**src/rtl/mem_access_stage_if.sv**
```systemverilog
// Data-memory request/acknowledge port between the MEM stage (master) and the memory (slave).
interface mem_access_stage_if #(
  parameter int WIDTH = 64
);
  logic             mem_req;
  logic             mem_we;
  logic [WIDTH-1:0] mem_addr;
  logic [WIDTH-1:0] mem_wdata;
  logic             mem_ack;
  logic [WIDTH-1:0] mem_rdata;

  modport master (
    output mem_req, mem_we, mem_addr, mem_wdata,
    input  mem_ack, mem_rdata
  );

  modport slave (
    input  mem_req, mem_we, mem_addr, mem_wdata,
    output mem_ack, mem_rdata
  );
endinterface

```
**src/rtl/mem_access_stage.sv**
```systemverilog
// Pipeline MEM stage: issues variable-latency data-memory accesses, stalls upstream while waiting, drives MEM/WB.
// Optional MEM_ALIGN_CHECK_EN: misaligned (addr[2:0]!=0) memops are rejected with MemErr instead of issued.
module mem_access_stage #(
  parameter int WIDTH   = 64,
  parameter int REG_W   = 5,
  parameter int TIMEOUT = 16
) (
  input  logic                clk,
  input  logic                reset,
  input  logic [WIDTH-1:0]    ALUResultEx,
  input  logic [WIDTH-1:0]    RdData2ForMem,
  input  logic [REG_W-1:0]    WriteRegEX,
  input  logic [WIDTH-1:0]    LinkerRegisterDataEX,
  input  logic                MemToRegRegisterEX,
  input  logic                LinkerRegEX,
  input  logic                RegWriteRegisterEX,
  input  logic                MemWriteRegisterEX,
  input  logic                MemReadRegisterEX,
  mem_access_stage_if.master  mem,
  output logic                StallMEM,
  output logic [WIDTH-1:0]    DataMemWB,
  output logic [REG_W-1:0]    WriteRegMEM,
  output logic                RegWriteRegisterMEM,
  output logic                MemErr
);

  localparam int CNT_W = ($clog2(TIMEOUT) > 0) ? $clog2(TIMEOUT) : 1;
  localparam logic [CNT_W-1:0] CNT_LAST = CNT_W'(TIMEOUT - 1);

  typedef enum logic [1:0] {IDLE, WAIT, DONE} state_t;

  state_t           state;
  logic [CNT_W-1:0] waitCnt;
  logic             memop;
  logic [WIDTH-1:0] wbSel;

  assign memop    = MemReadRegisterEX | MemWriteRegisterEX;
  assign wbSel    = LinkerRegEX ? LinkerRegisterDataEX : ALUResultEx;
  // DONE deliberately does not stall: EX/MEM must advance past the op just completed.
  assign StallMEM = (state == WAIT) || ((state == IDLE) && memop);

  always_ff @(posedge clk or negedge reset) begin
    if (!reset) begin
      state               <= IDLE;
      waitCnt             <= '0;
      mem.mem_req         <= 1'b0;
      mem.mem_we          <= 1'b0;
      mem.mem_addr        <= '0;
      mem.mem_wdata       <= '0;
      DataMemWB           <= '0;
      WriteRegMEM         <= '0;
      RegWriteRegisterMEM <= 1'b0;
      MemErr              <= 1'b0;
    end else begin
      case (state)
        IDLE: begin
          if (!memop) begin
            DataMemWB           <= wbSel;
            WriteRegMEM         <= WriteRegEX;
            RegWriteRegisterMEM <= RegWriteRegisterEX;
`ifdef MEM_ALIGN_CHECK_EN
          end else if (|ALUResultEx[2:0]) begin
            MemErr              <= 1'b1;
            RegWriteRegisterMEM <= 1'b0;
            state               <= DONE;
`endif
          end else begin
            mem.mem_addr        <= ALUResultEx;
            mem.mem_wdata       <= RdData2ForMem;
            mem.mem_we          <= MemWriteRegisterEX;
            mem.mem_req         <= 1'b1;
            waitCnt             <= '0;
            RegWriteRegisterMEM <= 1'b0;
            state               <= WAIT;
          end
        end
        WAIT: begin
          // Ack is tested first so a last-cycle ack beats the timeout.
          if (mem.mem_ack) begin
            mem.mem_req         <= 1'b0;
            DataMemWB           <= MemToRegRegisterEX ? mem.mem_rdata : wbSel;
            WriteRegMEM         <= WriteRegEX;
            RegWriteRegisterMEM <= RegWriteRegisterEX;
            state               <= DONE;
          end else if (waitCnt == CNT_LAST) begin
            mem.mem_req         <= 1'b0;
            MemErr              <= 1'b1;
            RegWriteRegisterMEM <= 1'b0;
            state               <= DONE;
          end else begin
            waitCnt <= waitCnt + 1'b1;
          end
        end
        DONE: begin
          RegWriteRegisterMEM <= 1'b0;
          state               <= IDLE;
        end
        default: state <= IDLE;
      endcase
    end
  end

endmodule

```
**src/flat_wrapper.sv**
```systemverilog
// flat-port wrapper written by rule: the top's interface ports become plain ports
module mem_access_stage_flat 
#(
  parameter int WIDTH   = 64,
  parameter int REG_W   = 5,
  parameter int TIMEOUT = 16
)
  (clk, reset, ALUResultEx, RdData2ForMem, WriteRegEX, LinkerRegisterDataEX, MemToRegRegisterEX, LinkerRegEX, RegWriteRegisterEX, MemWriteRegisterEX, MemReadRegisterEX, StallMEM, DataMemWB, WriteRegMEM, RegWriteRegisterMEM, MemErr, mem_mem_req, mem_mem_we, mem_mem_addr, mem_mem_wdata, mem_mem_ack, mem_mem_rdata);
  mem_access_stage_if #(.WIDTH(WIDTH)) mem_i ();
  input  logic clk;
  input  logic reset;
  input  logic [WIDTH-1:0] ALUResultEx;
  input  logic [WIDTH-1:0] RdData2ForMem;
  input  logic [REG_W-1:0] WriteRegEX;
  input  logic [WIDTH-1:0] LinkerRegisterDataEX;
  input  logic MemToRegRegisterEX;
  input  logic LinkerRegEX;
  input  logic RegWriteRegisterEX;
  input  logic MemWriteRegisterEX;
  input  logic MemReadRegisterEX;
  output logic StallMEM;
  output logic [WIDTH-1:0] DataMemWB;
  output logic [REG_W-1:0] WriteRegMEM;
  output logic RegWriteRegisterMEM;
  output logic MemErr;
  output wire logic [$bits(mem_i.mem_req)-1:0] mem_mem_req;
  output wire logic [$bits(mem_i.mem_we)-1:0] mem_mem_we;
  output wire logic [$bits(mem_i.mem_addr)-1:0] mem_mem_addr;
  output wire logic [$bits(mem_i.mem_wdata)-1:0] mem_mem_wdata;
  input wire logic [$bits(mem_i.mem_ack)-1:0] mem_mem_ack;
  input wire logic [$bits(mem_i.mem_rdata)-1:0] mem_mem_rdata;
  assign mem_mem_req = mem_i.mem_req;
  assign mem_mem_we = mem_i.mem_we;
  assign mem_mem_addr = mem_i.mem_addr;
  assign mem_mem_wdata = mem_i.mem_wdata;
  assign mem_i.mem_ack = mem_mem_ack;
  assign mem_i.mem_rdata = mem_mem_rdata;
  mem_access_stage #(.WIDTH(WIDTH), .REG_W(REG_W), .TIMEOUT(TIMEOUT)) u_core (.clk(clk), .reset(reset), .ALUResultEx(ALUResultEx), .RdData2ForMem(RdData2ForMem), .WriteRegEX(WriteRegEX), .LinkerRegisterDataEX(LinkerRegisterDataEX), .MemToRegRegisterEX(MemToRegRegisterEX), .LinkerRegEX(LinkerRegEX), .RegWriteRegisterEX(RegWriteRegisterEX), .MemWriteRegisterEX(MemWriteRegisterEX), .MemReadRegisterEX(MemReadRegisterEX), .mem(mem_i), .StallMEM(StallMEM), .DataMemWB(DataMemWB), .WriteRegMEM(WriteRegMEM), .RegWriteRegisterMEM(RegWriteRegisterMEM), .MemErr(MemErr));
endmodule
```
**config.mk**
```make
export PLATFORM = sky130hd
export DESIGN_NAME = mem_access_stage_flat
export DESIGN_NICKNAME = d
export VERILOG_FILES = /design/src/rtl/mem_access_stage_if.sv /design/src/rtl/mem_access_stage.sv /design/src/flat_wrapper.sv
export SDC_FILE = /design/constraint.sdc
export NUM_CORES = 1
export LEC_CHECK = 0
export ABC_AREA = 1
export ABC_CLOCK_PERIOD_IN_PS = 1900
export CORE_AREA = 2 2 185 187
export CTS_CLUSTER_SIZE = 16
export DETAILED_ROUTE_END_ITERATION = 10
export DIE_AREA = 0 0 187 189
export GPL_TIMING_DRIVEN = 0
export MAX_ROUTING_LAYER = met4
export RECOVER_POWER = 50
export SLEW_MARGIN = 20
export SYNTH_ARGS = -nofsm -noshare
export SYNTH_HDL_FRONTEND = slang
export SYNTH_SLANG_ARGS = --single-unit
```
**constraint.sdc**
```tcl
create_clock -name clk -period 1.9 [get_ports clk]
set_input_delay 0.285 -clock clk [delete_from_list [all_inputs] [get_ports clk]]
set_output_delay 0.285 -clock clk [all_outputs]
set_load 0.005 [all_outputs]
```
Word-level counts from Yosys, hierarchy flattened
Cells that the tools add are included.

$add $sub $neg: 1. Eq/ne operators: 9. Mux-type cells: 23. Bitwise gates (word level): 2. Reduce and logical (&&, ||, !) cells: 12.

Operators by type and width (count): $mux 64 (4); $pmux 64 s2 (1); $mux 4 (3); $mux 5 (2); $pmux 5 s2 (1); $reduce_and 3->1 (3); $ne 2x2->1 const B (4); $pmux 4 s2 (1); $mux 2 (3); $reduce_and 2->1 (3); $mux 1 (5); $add 4x1->4 const B (1); $eq 4x4->1 const B (1); $pmux 2 s2 (1); $reduce_and 4->1 (1); $ne 3x3->1 const B (1); $pmux 1 s3 (1); $reduce_bool 3->1 (1); $eq 2x1->1 const B (1); $eq 2x2->1 const B (1); $logic_not 2->1 (1); $ne 2x1->1 const B (1); $pmux 1 s2 (1); $reduce_bool 2->1 (1); other kinds (4) (4).

Register bits: 207. Input bits: 269.

Logic depth before layout (Yosys ltp)
Word-level depth: 4. Mapped depth: 11. Depth with buffers taken out: 9.

Worst setup path before layout
No wires, ideal clock.

Path kind: register -> output. From: register u_core.state[0]. To: output StallMEM. Data arrival time: 1.356 ns. Required time: 1.615 ns. Path slack: 0.259 ns. Stages on the path, launching flop included: 9. Cell sequence: dfrtp_1 -> inv_1 -> ha_1 -> inv_2 -> nor2_2 -> inv_2 -> buf_2 -> buf_2 -> nand2_1.

Cells in the longest elaborated chain, start to end: 3. Elaborated cells on any way between the ends: 4. Those cells by class: eq/ne (1); reduce/logical (3).

RTL lines: from (decl) (RTL line mem_access_stage.sv:32) `state_t state;`; from (signal assigned) (RTL line mem_access_stage.sv:44) `state <= IDLE;`; from (signal assigned) (RTL line mem_access_stage.sv:74) `state <= WAIT;`; from (signal assigned) (RTL line mem_access_stage.sv:84) `state <= DONE;`; $logic_not 2->1 (RTL line mem_access_stage.sv:40) `assign StallMEM = (state == WAIT) || ((state == IDLE) && memop);`; $logic_and 1x1->1 (RTL line mem_access_stage.sv:40); $logic_or 1x1->1 (*) (RTL line mem_access_stage.sv:40); to (decl) (RTL line flat_wrapper.sv:21) `output logic StallMEM;`.

Mark *: on every way between the ends. The rest lies on a longest branch, timed or not.

Final worst setup path
From: register u_core.state[1]. To: output StallMEM.

The elaborated chain is that of the path after synthesis.

==> out/metrics.cfg <==
[grt]
grt_pass1_wl_um=58400
grt_antenna_before_repair=0
pin_count_of_the_biggest_net_entering_global_routing=90
global_route.overflow_total=0
number_of_global_route_vias_before_repair=10024
gr-usage-all-layers_pct=21.9

[cts]
ctsRootBufferMaster=clkbuf_16
cts_tree=built
clk_pin_slew_worst_paths_ns=0.06
cts_buffers=25
cts_htree_levels=1
insertion_delay_ns=0.53
numClockSinks=207
clockBufferDepth=3

[route]
detail_route.vias_per_cell=4.43
routed_wl_per_cell_um=17.1
dr_total_vias=9902
drt_drc_violations_left=0
detailedRoute.firstIterationViolations=402
number_of_routed_nets_with_antenna_violations=0
detail_route.first_pass.iterations=5
postRouteWirelength_um=38300

[sta]
max_clock_freq_mhz=522
holdWs_ns=0.287
final.period_utilization_pct=101
setup_slack_after_layout_ns=-0.0145
timing_worst_slew_pin_value_ns=1.23
maxSlewViolCount=0
finalHoldViolCount=0
setup_repair_after_global_routing_missed_its_margin=true
final_period_minus_worst_setup_slack_ns=1.91
timing.slew.headroom_pct=17.8
timing.final.setup_violations=1
worst_clock_skew_ns=0.0111

[setup_path]
critical-path-top-delay-family=buffers and inverters
critical_path.n_buffers_inverters=5
crit_top_cell=inv_2
critPathLaunch=u_core.state[1]
path_max_fanout=4
critPathKind=flip-flop to output pin
cp_slowest_cell=dfrtp_1
critPathArrivalTime_ns=1.63
timing.critical_path.cells=inv_2 > ha_4 > inv_4 > nor2_4 > inv_2 > buf_12 > nand2_4 > buf_6
regToRegStartpoint=u_core.state[1]
required_ns=1.62
cp-end-kind=output pin
critical_path.startpoint_type=flip-flop
largest_incremental_delay_on_the_critical_path_ns=0.38

[placed_design]
dpl-instance-area_sq_um=14800
worst_setup_slack_after_placement_ns=-0.703
place.detailed.hpwl_um=29500
portBuffers=469
place.gp.congestion=0.912

[power_and_ir_drop]
power_w=0.0247
leakagePower_nw=7.87
vdd_ir_drop_max_uv=711
power_per_cell_area_nw_per_um2=1560

[run_status]
outcome=finished with violations
violations=setup timing

[finish]
diodes=0
filler_cell_count=3320
utilization_pct=47.5
nets=2049
final_design_area_no_fill_sq_um=15800
flow.area_growth_from_synthesis_pct=66.5
drive_above_1_share_pct=6.94

[synth]
yosys_register_bits=207
async_reset_ff_share_pct=100
yosys-top-cells-area=dfrtp_1 55%, nand2_1 30%, o21ai_0 6.8%
synth_edf_count=0
syn_area_per_cell_sq_um=7.48
library_cell_occupying_the_most_area_in_the_post_synthesis_netlist=dfrtp_1
synth-seq-area-share_pct=54.6
netlist_instances=1268
primary_ff_master_synth=dfrtp_1
yosys.area.top_type_share_pct=54.6
yosys_warnings=0
synth.cell_area_sq_um=9490
synth.net_count=1543
synth_unique_cells=20

[min_path]
hold_crit_start=RdData2ForMem[53]
holdCritPathClass=input port to flip-flop

[run]
maxCapViolCount=0

[die]
std_cell_rows=67
die_boundary_height_um=189
pin_count=471
die_width_um=187
core_sq_um=33300
full_die_area_sq_um=35300
initial_utilization_pct=28.5

==> what timing repair did <==
item | 4_1_cts | 5_1_grt
setup buffers | 9 | 1
endpoints found under the setup margin | 138 | 133
hold buffers | 1 | 0
gates resized for setup | 30 | 43
pin swaps | 3 | 4
hold endpoints to repair | 43 | 0
==> flip-flops by register name (all words and copies together) (netlist names) <==
| signal | cells |
|---|---|
| u_core.DataMemWB | 64 |
| u_core.mem.mem_addr | 64 |
| u_core.mem.mem_wdata | 64 |
| u_core.WriteRegMEM | 5 |
| u_core.waitCnt | 4 |
| u_core.state | 2 |
| u_core.MemErr | 1 |
| u_core.RegWriteRegisterMEM | 1 |
| u_core.mem.mem_req | 1 |
| u_core.mem.mem_we | 1 |
==> worst paths after layout <==
path / depth (start not counted) / slack [ns] / to
max reg2reg: 11 / 0.07 / u_core.DataMemWB[59]
max in group asynchronous: 3 / 0.24 / u_core.DataMemWB[0]
min in group asynchronous: 2 / 0.54 / u_core.DataMemWB[14]
max: 8 / -0.01 / StallMEM
min: 3 / 0.29 / u_core.mem.mem_wdata[53]
min reg2reg: 2 / 0.47 / u_core.mem.mem_wdata[8]
==> synthesized netlist by cell type (2+ instances only) <==
cell / number
buf_1: 6
inv_2: 4
a21oi_1: 3
nand3_1: 6
buf_2: 38
buf_6: 2
o21ai_0: 129
ha_1: 6
inv_1: 73
clkbuf_1: 20
nor2_2: 3
nor2_1: 10
nand2_1: 753
buf_4: 3
dfrtp_1: 207
==> worst min-delay path: cells and delay by family <==
kind                   cells  cell delay (ns)
AND/OR/NAND/NOR            2             0.11
buffers and inverters      1             0.39
==> cell families (layout without fill, tap and decap cells) <==
group	after synthesis	count (layout)	synth area share (%)
AOI/OAI and AO/OA	134	134	7.12
adders and majority gates	6	6	0.791
buffers and inverters	146	665	6.55
DFF	207	207	54.6
and+or+nand+nor	775	775	30.9
==> layer usage <==
layer	vias up	global-route usage (%)	part of all wire (%)
met2	362	37.5	49
met5	-	-	0
li1	4864	-	-
met3	61	4.97	7.1
met4	0	6.26	2.7
met1	4615	25.7	41
==> layout make-up <==
class | count | area [sq um] | share of cell area [%]
plain buffers | 66 | 394 | 2.49
multi-input cells | 915 | 3720 | 23.5
inverters | 77 | 309 | 1.96
well taps | 448 | 561 | 3.55
clock buffers | 31 | 688 | 4.36
flip-flops and latches | 207 | 5180 | 32.8
clock inverters | 9 | 124 | 0.784
repair buffers | 482 | 4830 | 30.6
==> power by group <==
| part | switching, W | leakage (nW) | internal [W] | total [W] |
|---|---|---|---|---|
| clock | 0.00191 | 0.406 | 0.00294 | 0.00485 |
| sequential | 0.00118 | 2.57 | 0.00656 | 0.00774 |
| combinational | 0.00596 | 4.90 | 0.00614 | 0.0121 |
| total | 0.00905 | 7.87 | 0.0156 | 0.0247 |
==> layout by cell type, fill, tap and decap left out, drive strengths merged, types with 3 or more instances in the layout <==
| cell | instances |
|---|---|
| nand2 | 754 |
| clkdlybuf4s50 | 467 |
| dfrtp | 207 |
| o21ai | 129 |
| inv | 77 |
| buf | 61 |
| clkbuf | 50 |
| nor2 | 13 |
| nand3 | 6 |
| clkinv | 6 |
| ha | 6 |
| a21oi | 3 |
| bufinv | 3 |
==> through the flow <==
step,setup TNS [ns],std cells
final,-0.0145,2235
after global routing,-2.01,2235
after detailed placement,-33.16,2187
after floorplan,0,1268
after CTS,-0.0681,2235
after global placement,-1845.00,2185
Note: power is estimated with default switching activity, not from simulation.
